### src/rtl/regs_file_multiport_if.sv
// Bus bundle for the multiport register file: decode-stage read ports plus the writeback write port.
// master = pipeline side, slave = register file.
interface regs_file_multiport_if #(
  parameter int DATA_W = 32,
  parameter int ADDR_W = 5,
  parameter int NUM_RD = 2
);
  logic [NUM_RD*ADDR_W-1:0] rd_addr;
  logic [NUM_RD*DATA_W-1:0] rd_data;
  logic                     wr_en;
  logic [ADDR_W-1:0]        wr_addr;
  logic [DATA_W-1:0]        wr_data;
  logic                     ready;
  logic                     wr_drop;

  modport master (
    output rd_addr, wr_en, wr_addr, wr_data,
    input  rd_data, ready, wr_drop
  );

  modport slave (
    input  rd_addr, wr_en, wr_addr, wr_data,
    output rd_data, ready, wr_drop
  );
endinterface

### src/rtl/regs_file_multiport.sv
// MIPS GPR file: NUM_RD combinational read ports, one write port, reg[i]=i init sequencer, r0 reads zero.
// Define REGS_FILE_BYPASS_EN for write-first reads in RUN; otherwise reads are read-first.
//
// state | meaning
// RST   | held in reset, counter cleared, file not ready
// INIT  | writing reg[cnt] = cnt, one register per cycle
// RUN   | ready; writeback port owns the array
module regs_file_multiport #(
  parameter int DATA_W = 32,
  parameter int ADDR_W = 5,
  parameter int NUM_RD = 2
) (
  input logic                  clk,
  input logic                  reset,
  regs_file_multiport_if.slave bus
);

  localparam int DEPTH = 1 << ADDR_W;

  typedef enum logic [1:0] {
    ST_RST  = 2'd0,
    ST_INIT = 2'd1,
    ST_RUN  = 2'd2
  } state_e;

  state_e              state_q, state_d;
  logic [ADDR_W-1:0]   cnt_q, cnt_d;
  logic                wr_drop_q, wr_drop_d;

  logic [DATA_W-1:0]   mem_q [DEPTH];
  logic                mem_we;
  logic [ADDR_W-1:0]   mem_waddr;
  logic [DATA_W-1:0]   mem_wdata;

  logic                run_wr;

  always_ff @(posedge clk) begin
    if (!reset) begin
      state_q   <= ST_RST;
      cnt_q     <= '0;
      wr_drop_q <= 1'b0;
    end else begin
      state_q   <= state_d;
      cnt_q     <= cnt_d;
      wr_drop_q <= wr_drop_d;
    end
  end

  always_comb begin
    state_d = state_q;
    cnt_d   = cnt_q;
    unique case (state_q)
      ST_RST: begin
        state_d = ST_INIT;
        cnt_d   = '0;
      end
      ST_INIT: begin
        cnt_d = cnt_q + 1'b1;
        if (&cnt_q) state_d = ST_RUN;
      end
      ST_RUN: state_d = ST_RUN;
      default: begin
        state_d = ST_RST;
        cnt_d   = '0;
      end
    endcase
  end

  // Writes to r0 are discarded quietly; writes before ready are reported via wr_drop.
  assign run_wr = (state_q == ST_RUN) && bus.wr_en && (bus.wr_addr != '0);

  always_comb begin
    mem_we    = 1'b0;
    mem_waddr = '0;
    mem_wdata = '0;
    wr_drop_d = bus.wr_en && (state_q != ST_RUN);
    unique case (state_q)
      ST_INIT: begin
        mem_we    = reset;
        mem_waddr = cnt_q;
        mem_wdata = DATA_W'(cnt_q);
      end
      ST_RUN: begin
        mem_we    = run_wr && reset;
        mem_waddr = bus.wr_addr;
        mem_wdata = bus.wr_data;
      end
      default: begin
        mem_we = 1'b0;
      end
    endcase
  end

  always_ff @(posedge clk) begin
    if (mem_we) mem_q[mem_waddr] <= mem_wdata;
  end

  assign bus.ready   = (state_q == ST_RUN);
  assign bus.wr_drop = wr_drop_q;

  for (genvar k = 0; k < NUM_RD; k++) begin : g_rd
    logic [ADDR_W-1:0] ra;
    logic              byp;

    assign ra = bus.rd_addr[k*ADDR_W +: ADDR_W];

`ifdef REGS_FILE_BYPASS_EN
    assign byp = run_wr && (bus.wr_addr == ra);
`else
    assign byp = 1'b0;
`endif

    assign bus.rd_data[k*DATA_W +: DATA_W] =
      (!bus.ready || (ra == '0)) ? '0 :
      byp                        ? bus.wr_data :
                                   mem_q[ra];
  end

endmodule

### src/flat_wrapper.sv
// flat-port wrapper written by rule: the top's interface ports become plain ports
module regs_file_multiport_flat 
#(
  parameter int DATA_W = 32,
  parameter int ADDR_W = 5,
  parameter int NUM_RD = 2
)
  (clk, reset, bus_rd_addr, bus_wr_en, bus_wr_addr, bus_wr_data, bus_rd_data, bus_ready, bus_wr_drop);
  regs_file_multiport_if #(.DATA_W(DATA_W), .ADDR_W(ADDR_W), .NUM_RD(NUM_RD)) bus_i ();
  input logic clk;
  input logic reset;
  input wire logic [$bits(bus_i.rd_addr)-1:0] bus_rd_addr;
  input wire logic [$bits(bus_i.wr_en)-1:0] bus_wr_en;
  input wire logic [$bits(bus_i.wr_addr)-1:0] bus_wr_addr;
  input wire logic [$bits(bus_i.wr_data)-1:0] bus_wr_data;
  output wire logic [$bits(bus_i.rd_data)-1:0] bus_rd_data;
  output wire logic [$bits(bus_i.ready)-1:0] bus_ready;
  output wire logic [$bits(bus_i.wr_drop)-1:0] bus_wr_drop;
  assign bus_i.rd_addr = bus_rd_addr;
  assign bus_i.wr_en = bus_wr_en;
  assign bus_i.wr_addr = bus_wr_addr;
  assign bus_i.wr_data = bus_wr_data;
  assign bus_rd_data = bus_i.rd_data;
  assign bus_ready = bus_i.ready;
  assign bus_wr_drop = bus_i.wr_drop;
  regs_file_multiport #(.DATA_W(DATA_W), .ADDR_W(ADDR_W), .NUM_RD(NUM_RD)) u_core (.clk(clk), .reset(reset), .bus(bus_i));
endmodule
### config.mk
export PLATFORM = sky130hd
export DESIGN_NAME = regs_file_multiport_flat
export DESIGN_NICKNAME = d
export VERILOG_FILES = /design/src/rtl/regs_file_multiport_if.sv /design/src/rtl/regs_file_multiport.sv /design/src/flat_wrapper.sv
export SDC_FILE = /design/constraint.sdc
export NUM_CORES = 1
export LEC_CHECK = 0
export ABC_AREA = 1
export BUFFER_PORTS_ARGS = -buffer_cell sky130_fd_sc_hd__clkbuf_2
export CELL_PAD_IN_SITES_DETAIL_PLACEMENT = 1
export CELL_PAD_IN_SITES_GLOBAL_PLACEMENT = 2
export CORE_MARGIN = 4
export CORE_UTILIZATION = 32
export DETAILED_ROUTE_END_ITERATION = 6
export MAX_ROUTING_LAYER = met4
export PLACE_DENSITY = 0.67
export SETUP_SLACK_MARGIN = 0.1
export SLEW_MARGIN = 40
export SYNTH_ARGS = -nofsm -noshare
export SYNTH_HDL_FRONTEND = slang
export SYNTH_SLANG_ARGS = --single-unit
### constraint.sdc
create_clock -name clk -period 5.16 [get_ports clk]
set_input_delay 1.032 -clock clk [delete_from_list [all_inputs] [get_ports clk]]
set_output_delay 1.032 -clock clk [all_outputs]
set_load 0.01 [all_outputs]
* Word-level counts from Yosys, hierarchy flattened
Memory sizes are Yosys's and may differ from the RTL's.
Cells that the tools add are included.
** Word-level totals
- Latch bits :: 0
- Flip-flop bits (word level) :: 8
- Memories :: 1
- Logic and storage cells :: 31
- RAM bits :: 1024
- Bits in read-only memories :: 0
- Input port bits :: 50
- Output and inout port bits :: 66
** Memories
- u_core.mem_q :: words 32, width 32, rd ports 2, clocked after Yosys merged registers in 0, write ports 1, line regs_file_multiport.sv:30 : logic [DATA_W-1:0] mem_q [DEPTH];
** Operators by class
- Bitwise gates (word level) :: 0
- Equality and inequality tests :: 4
- $mul :: 0
- Reduce and logical (&&, ||, !) cells :: 12
- Divide/modulo/power cells :: 0
- $lt $le $gt $ge :: 0
- Shift operators :: 0
- Mux-type cells :: 10
- Add/subtract/negate cells :: 1
** Operators by type and width (count)
- $mux W32 :: 2
- $pmux W32 S2 :: 1
- $pmux W5 S2 :: 2
- $logic_not A5 Y1 :: 2
- $pmux W2 S3 :: 1
- $add A5 B1 Y5 const B :: 1
- $reduce_and A5 Y1 :: 1
- $reduce_bool A5 Y1 :: 1
- $logic_and A1 B1 Y1 :: 4
- $eq A2 B1 Y1 const B :: 1
- $eq A2 B2 Y1 const B :: 1
- $logic_not A2 Y1 :: 1
- $logic_or A1 B1 Y1 :: 2
- $mux W1 :: 2
- $mux W2 :: 1
- $ne A2 B1 Y1 const B :: 1
- $ne A2 B2 Y1 const B :: 1
- $pmux W1 S2 :: 1
- $logic_not A1 Y1 :: 1

* Logic depth before layout (Yosys ltp)
Gate-level depths: netlist of run 1.
- Depth after elaboration :: 7
- Mapped depth :: 11
- Mapped depth without buffers :: 9

* Worst setup path before layout of run 1
Ideal clock, no wire load.
- Path type :: input-to-reg
- Start point :: input port reset
- End point :: memory u_core.mem_q[0][0], enable pin
- Buffers on the path :: 1
- Stages on the path :: 5
- Data arrival time :: 3.194 ns
- Path slack :: 1.545 ns
- Cells stage by stage :: clkbuf_1 > a22oi_1 > nor2_1 > nand3_1 > nor2_1
** Between the ends
- Cells in the longest elaborated chain, start to end :: 4
** Ends and longest elaborated chain
- start: declaration :: line flat_wrapper.sv:11 : input logic reset;
- $logic_and A1 B1 Y1 :: line regs_file_multiport.sv:84 : mem_we = run_wr && reset;
- $pmux W1 S2 * :: line regs_file_multiport.sv:77 : unique case (state_q)
- $mux W1 * :: line regs_file_multiport.sv:95 : if (mem_we) mem_q[mem_waddr] <= mem_wdata;
- $mux W1 (not written as such) * :: line regs_file_multiport.sv:95
- end: declaration :: line regs_file_multiport.sv:30
Mark *: on every way between the ends. The rest lies on a longest branch, timed or not.

* Final worst setup path of run 1
- Start point :: input port bus_rd_addr[1]
- End point :: output port bus_rd_data[14]
** Between the ends
- Cells in the longest elaborated chain, start to end :: 3
- Elaborated cells between the ends (all ways) :: 4
- Those cells by class :: mux (1); reduce/logical (2); memory (1)
** Ends and longest elaborated chain
- start: declaration :: line flat_wrapper.sv:12 : input wire logic [$bits(bus_i.rd_addr)-1:0] bus_rd_addr;
- parallel branches: the longest is 2 deep, another holds $mem_v2 Z32 W32
- $mux W32 * :: line regs_file_multiport.sv:114 : (!bus.ready || (ra == '0)) ? '0 :
- end: declaration :: line flat_wrapper.sv:16 : output wire logic [$bits(bus_i.rd_data)-1:0] bus_rd_data;
Every way passes the cells marked *.

==> PnR_summary.wiki, run 1 <==
{| class="wikitable"
! Metric !! Value
|-
| Status || finished clean
|-
| Mean cell area of the mapped netlist || between 8 and 9 um^2
|-
| Comb pwr share || 0.144
|-
| Reg-to-reg endpoint || u_core.mem_q[22][30]
|-
| Kind of critical path || in2out
|-
| Static leakage || between 20 and 25 nW
|-
| Number of nets still failing antenna checks after routing || 0
|-
| FF-to-FF path depth || 10
|-
| Sum of routed wire segments on met1 || 108000 um
|-
| Starting utilization of the core area || 0.323
|-
| Sequential group share of total power || 0.449
|-
| Worst reg-to-reg setup slack || about 1200 ps
|-
| Resized Gates After CTS || 0
|-
| Top Layer Used || met4
|-
| Chip height || roughly 410 um
|-
| Clock power frac || 0.407
|-
| Power density cells || 361 nW/um^2
|-
| Switching Fraction || 0.290
|-
| Signal arrival time at the worst endpoint || ~3500 ps
|-
| Int Power || 15.3 mW
|-
| Delay of the slowest cell on the worst path || about 480 ps
|-
| Fmax || 0.222 GHz
|-
| Critical Path End Type || output port
|-
| Dominant cell type by area after synthesis || sky130_fd_sc_hd__edfxtp_1
|-
| Setup repair after global routing missed its margin || false
|-
| Largest net degree at the start of global routing || between 100 and 150
|-
| Most common cell after layout, fill and taps aside || sky130_fd_sc_hd__nand2_1
|-
| Net load switching power || a little over 6 mW
|-
| Most frequent cells in the layout || sky130_fd_sc_hd__nand2_1 (2820), sky130_fd_sc_hd__nand3_1 (1095), sky130_fd_sc_hd__edfxtp_1 (1024)
|-
| Worst hold path stage count || 2
|-
| Post-layout minimum cycle time || between 4000 and 5000 ps
|-
| Layout fillers || approximately 19k
|-
| Pre-antenna DRT Iters || 5
|-
| Post-detailed-route wirelength per cell || just under 30 um
|-
| Count of pins over their slew limit || 0
|-
| Ant. Diodes || 0
|-
| Number of vias after detailed routing || about 45k
|-
| Final instance area || 59600 um^2
|-
| Post-placement cell area || 55700 um^2
|-
| Remaining global-route overflow || 0
|-
| CP bufs+invs || 4
|-
| TritonCTS clock tree || done
|-
| Total number of H-tree levels || 4
|-
| Num ports || 116
|-
| # setup viols final || 0
|-
| Total wire length after detailed routing || 240000 um
|-
| Aggregate negative setup slack || 0 ps
|-
| Weighted congestion reported at the end of routability-driven placement || ~0.8
|-
| Cell area after technology mapping || between 50000 and 60000 um^2
|-
| CTS hold repair buffers || 0
|-
| Buffers added on ports || about 120
|-
| Standard cell core area || 161000 um^2
|-
| Met3 WL post-DR || between 10000 and 15000 um
|-
| Routed via count divided by cell count || 5.51
|-
| Longest Clk Path Bufs || 3
|-
| CTS root buf || sky130_fd_sc_hd__clkbuf_16
|-
| Final worst-path cycle share || 0.873
|-
| CTS Buf Count || 132
|-
| Layout Skew || 26.1 ps
|-
| Gate Count Post-Synth || around 6k
|-
| Origin of the worst min-delay path || u_core.cnt_q[4]
|-
| Maximum fanout along the worst path || 36
|-
| Antenna violations before repair || 9
|-
| Cell types with the largest area share after synthesis || sky130_fd_sc_hd__edfxtp_1 (59%), sky130_fd_sc_hd__nand2_1 (20%), sky130_fd_sc_hd__nand3_1 (11%)
|-
| Met2 wire len || 113000 um
|-
| Critical Path Source Type || input port
|-
| Post-CTS setup-driven buffer insertion count || 0
|-
| Net count after synthesis || 6023
|-
| Kind of cell adding the most delay to the critical path || buffers and inverters
|-
| Fin. Hold Viols || 0
|-
| Wire length of the first global-routing pass || 340000 um
|-
| Clk_lat worst skew || 790 ps
|-
| Via count of the first global-routing pass || 46.2k
|-
| CP max-delay cell || sky130_fd_sc_hd__nor2_4
|-
| Count of distinct cell types in the synthesized netlist || 20
|-
| Relative slew margins || 0.397
|-
| Fraction of post-synthesis cell area in the top cell type by area || 0.592
|-
| Register area share after synthesis || 0.595
|-
| Critical-path cell list || clkbuf_8, nor2_4, buf_4, buf_4, a21oi_1, nand3_1, nand3_1, a21oi_1, clkbuf_2
|-
| Detail Placement HPWL || 128000 um
|-
| Horiz. Die Dim || just over 400 um
|-
| Measured slew at the worst slew-check pin || approximately 900 ps
|-
| Hold Path Sink || u_core.cnt_q[4]
|-
| Worst VDD drop || ~0.42 mV
|-
| Overall die area || 169000 um^2
|-
| Worst flop-to-flop path startpoint || u_core.state_q[0]
|-
| HP Class || reg2reg
|-
| All-layer global routing usage || 0.288
|-
| Total DRC errors in the routed layout || 0
|-
| Register bit count reported by yosys || around 1.0k
|-
| MaxCap Viol Count || 0
|-
| Area growth syn-to-layout || 14.8%
|-
| Yosys warns || 0
|-
| Total clock sinks || roughly 1.0k
|-
| Fraction of final layout cells sized beyond drive strength 1 || 0.0881
|-
| Initial drt markers || 4502
|-
| Number of standard-cell rows in the floorplan || 147
|-
| Data required, critical path || 4130 ps
|-
| Post-layout nets || 6026
|-
| CTS clk-pin slew, worst paths || 60 ps
|}
## worst max-delay path by stage
stage                   start                 end  slack, ps  cells past startpoint
3_3_place_gp   bus_rd_addr[1]     bus_rd_data[14]        760                      9
6_report       bus_rd_addr[1]     bus_rd_data[14]        660                      9
3_5_place_dp   bus_rd_addr[1]     bus_rd_data[14]        780                      9
5_1_grt        bus_rd_addr[5]     bus_rd_data[49]        660                      9
4_1_cts        bus_rd_addr[1]     bus_rd_data[14]        770                      9
2_1_floorplan           reset  u_core.mem_q[0][0]       1540                      5
## power groups by stage
stage               Combinational (mW)  Sequential [mW]  Clock, mW
floorplan                         1.57             9.83          0
CTS                               3.10             9.66       8.90
finish                            3.10             9.66       8.76
detailed placement                3.09             9.84          0
global placement                  3.05             9.85          0
global route                      3.33             9.67       9.22
## state kept, by name, summed over array words and instances, names as in the netlist
| register | flops |
|---|---|
| u_core.cnt_q | 5 |
| u_core.state_q | 2 |
| u_core.mem_q | 1024 |
| u_core.bus.wr_drop | 1 |
## final cells by class
cell class | instances | area [um^2] | share of cell area
Tap cell | 2160 | 2700 | 0.0453
Clock buffer | 162 | 3520 | 0.0591
Timing Repair Buffer | 287 | 2810 | 0.0472
Multi-Input combinational cell | 4438 | 18900 | 0.317
Inverter | 80 | 347 | 0.00581
Sequential cell | 1032 | 30900 | 0.518
Clock inverter | 65 | 418 | 0.00701
## worst register-to-register path: stages, from the launching register on
cell,delay (ps)
sky130_fd_sc_hd__dfxtp_1,310
sky130_fd_sc_hd__inv_1,130
sky130_fd_sc_hd__ha_4,480
sky130_fd_sc_hd__buf_4,510
sky130_fd_sc_hd__nand2_1,140
sky130_fd_sc_hd__nand2_1,220
sky130_fd_sc_hd__nand2_1,140
sky130_fd_sc_hd__nor2_1,120
sky130_fd_sc_hd__nand2_1,500
sky130_fd_sc_hd__nor2_4,720
sky130_fd_sc_hd__buf_4,360
## per-layer routing
layer  track usage  vias to the layer above
met4        0.0757                        0
li1              -                    20157
met2         0.463                     1420
met3        0.0329                      338
met5             -                        -
met1         0.388                    23421
## synth_stat cells (all sizes together)
| cell | number |
|---|---|
| nand2 | 2824 |
| nand3 | 1095 |
| edfxtp | 1024 |
| a21oi | 329 |
| buf | 319 |
| nor2 | 110 |
| clkbuf | 99 |
| inv | 80 |
| o21ai | 66 |
| dfxtp | 8 |
| nand4 | 6 |
| ha | 5 |
| a22oi | 1 |
| a311oi | 1 |
| xor2 | 1 |
## through the flow
stage | util | worst slack [ps] | cells | power [mW] | hold WS [ps]
global placement | 0.346 | 758 | 7996 | 12.9 | 465
detailed placement | 0.346 | 776 | 7997 | 12.9 | 487
CTS | 0.370 | 773 | 8224 | 21.7 | 469
floorplan | - | 1540 | 5968 | 11.4 | 451
finish | 0.370 | 658 | 8224 | 21.5 | 490
global route | 0.370 | 660 | 8224 | 22.2 | 512
## cells by family after synthesis
group                      after synthesis  share of synthesized area
xor gates and xnor gates                 1                   0.000169
buffers and inverters                  498                     0.0467
adders and majority gates                5                    0.00120
AOI/OAI and AO/OA                      397                     0.0384
and+or+nand+nor                       4035                      0.318
DFF                                   1032                      0.595
Note: power is estimated with default switching activity, not from simulation.
==> run 2: changes to the inputs <==
Settings changed: CORE_ASPECT_RATIO set to 0.9, CORE_MARGIN 4 to not set.
==> run 2 against run 1 <==
Against the previous run: critical path depth increased by 3; wire length decreased by 3.1%; final cell count decreased by 0.68%; total power decreased by 1.2%; worst setup slack improved by 4.4 ps; core utilization about the same; largest cell class unchanged.
==> PnR_summary.wiki, run 2 (same netlist as run 1, synthesis figures left out) <==
{| class="wikitable"
! Metric !! Value
|-
| Int Power || 15.2 mW
|-
| HP Class || reg2reg
|-
| Antenna violations before repair || 7
|-
| Detail Placement HPWL || 122000 um
|-
| Post-placement cell area || 55500 um^2
|-
| Total placed cells including tap cells || 7937
|-
| Resized Gates After CTS || 0
|-
| Critical Path End Type || output port
|-
| Critical Path Source Type || input port
|-
| Signal arrival time at the worst endpoint || 3470 ps
|-
| Aggregate negative setup slack || 0 ps
|-
| CTS clk-pin slew, worst paths || approximately 50 ps
|-
| Number of vias after detailed routing || 44.9k
|-
| All-layer global routing usage || 0.290
|-
| Comb pwr share || 0.142
|-
| Via count of the first global-routing pass || 45.5k
|-
| Post-CTS setup-driven buffer insertion count || 0
|-
| Total DRC errors in the routed layout || 0
|-
| Smallest hold slack || 490 ps
|-
| Wire length of the first global-routing pass || 331000 um
|-
| Number of flip-flops in the largest register || 1024
|-
| Static leakage || 23.4 nW
|-
| Relative slew margins || 0.415
|-
| FF-to-FF path depth || 9
|-
| Layout Skew || 21.2 ps
|-
| Overall die area || between 150000 and 200000 um^2
|-
| Post-layout nets || roughly 6k
|-
| Post-layout instance count excluding filler cells || 8168
|-
| GR Layer Usage met1 || 0.391
|-
| # setup viols final || 0
|-
| Number of standard-cell rows in the floorplan || 139
|-
| Routed via count divided by cell count || 5.49
|-
| Longest Clk Path Bufs || 3
|-
| Global Route met3 Usage || 0.0340
|-
| Data required, critical path || 4130 ps
|-
| Weighted congestion reported at the end of routability-driven placement || 0.806
|-
| Power density cells || 358 nW/um^2
|-
| Ant. Diodes || 0
|-
| Worst VDD drop || ~0.35 mV
|-
| Standard cell core area || about 160000 um^2
|-
| Final instance area || 59400 um^2
|-
| Fin worst setup slack || ~660 ps
|-
| Maximum fanout along the worst path || 60
|-
| Count of pins over their slew limit || 0
|-
| Measured slew at the worst slew-check pin || about 900 ps
|-
| Total wire length after detailed routing || 232000 um
|-
| Horiz. Die Dim || roughly 430 um
|-
| Pre-antenna DRT Iters || 6
|-
| Final worst-path cycle share || 0.872
|-
| Leading registers by flop count || u_core.mem_q: 1024 flops, u_core.cnt_q: 5 flops, u_core.state_q: 2 flops
|-
| Worst hold path stage count || 2
|-
| Post-layout minimum cycle time || 4500 ps
|-
| Most common cell after layout, fill and taps aside || sky130_fd_sc_hd__nand2_1
|-
| Starting utilization of the core area || 0.324
|-
| Area growth syn-to-layout || 14.4%
|-
| Fmax || 0.222 GHz
|-
| Switching Fraction || 0.284
|-
| CTS root buf || sky130_fd_sc_hd__clkbuf_16
|-
| Total clock sinks || approximately 1.0k
|-
| Fin. Hold Viols || 0
|-
| Sequential group share of total power || 0.455
|-
| Top Usage Layer GRT || met2
|-
| Worst reg-to-reg setup slack || roughly 1200 ps
|-
| TritonCTS clock tree || done
|-
| Most frequent cells in the layout || sky130_fd_sc_hd__nand2_1 (2819), sky130_fd_sc_hd__nand3_1 (1094), sky130_fd_sc_hd__edfxtp_1 (1024)
|-
| Remaining global-route overflow || 0
|-
| Fraction of final layout cells sized beyond drive strength 1 || 0.0862
|-
| CTS Buf Count || 130
|-
| Initial drt markers || 4155
|-
| Status || finished clean
|-
| Setup repair after global routing missed its margin || false
|-
| Largest reg by FF count || u_core.mem_q
|-
| Placement-stage worst setup slack || 680 ps
|-
| Number of nets still failing antenna checks after routing || 0
|-
| Clk_lat worst skew || 770 ps
|-
| Clock power frac || 0.404
|-
| Kind of critical path || in2out
|-
| Total number of H-tree levels || 4
|-
| Num ports || roughly 120
|-
| Largest net degree at the start of global routing || 116
|-
| Net load switching power || 6.04 mW
|-
| Buffers added on ports || 115
|-
| Met2 usage in global routing || 0.464
|-
| Post-detailed-route wirelength per cell || 28.4 um
|-
| MaxCap Viol Count || 0
|-
| Chip height || between 300 and 400 um
|-
| CTS hold repair buffers || 0
|}
run 2: final timing paths:
kind	startpoint	to
setup / recovery	bus_rd_addr[0]	bus_rd_data[9]
hold / removal	u_core.cnt_q[4]	u_core.cnt_q[4]
setup reg to reg	u_core.state_q[0]	u_core.mem_q[21][26]
hold reg to reg	u_core.cnt_q[4]	u_core.cnt_q[4]
run 2: final cells by class:
type,instances,area (um^2)
clock inverter,60,300
timing repair buffer,272,2710
tap,2115,2650
multi-input combinational,4438,18900
clock buffer,171,3600
inverter,80,348
sequential,1032,30900
fill,18556,101000
run 2: power by group through the flow:
stage	registers [mW]	logic (mW)	clock network, mW
final	9.67	3.01	8.58
after global routing	9.67	3.23	9.01
after CTS	9.67	3.02	8.74
after detailed placement	9.84	3.02	0
after global placement	9.85	2.98	0
after floorplan	9.83	1.57	0
run 2: critical path, cell delays in order:
cell                       delay [ps]
sky130_fd_sc_hd__buf_8            380
sky130_fd_sc_hd__buf_4            500
sky130_fd_sc_hd__buf_4            430
sky130_fd_sc_hd__nand2_1           90
sky130_fd_sc_hd__nand2_1           80
sky130_fd_sc_hd__nand2_1           50
sky130_fd_sc_hd__nand2_1           80
sky130_fd_sc_hd__nor2_1            50
sky130_fd_sc_hd__nand2_1           60
sky130_fd_sc_hd__nand3_1           80
sky130_fd_sc_hd__a21oi_1          310
sky130_fd_sc_hd__clkbuf_2         200
run 2: through the flow:
stage | power, mW | utilization
after floorplan | 11.4 | -
after global placement | 12.8 | 0.346
after detailed placement | 12.9 | 0.346
after CTS | 21.4 | 0.371
after global routing | 21.9 | 0.371
final | 21.3 | 0.371
run 2: metal layers:
layer,wire (um),up-vias
met5,0,-
met4,5580,0
met3,12600,339
met2,109000,1358
met1,105000,23047
li1,-,20116
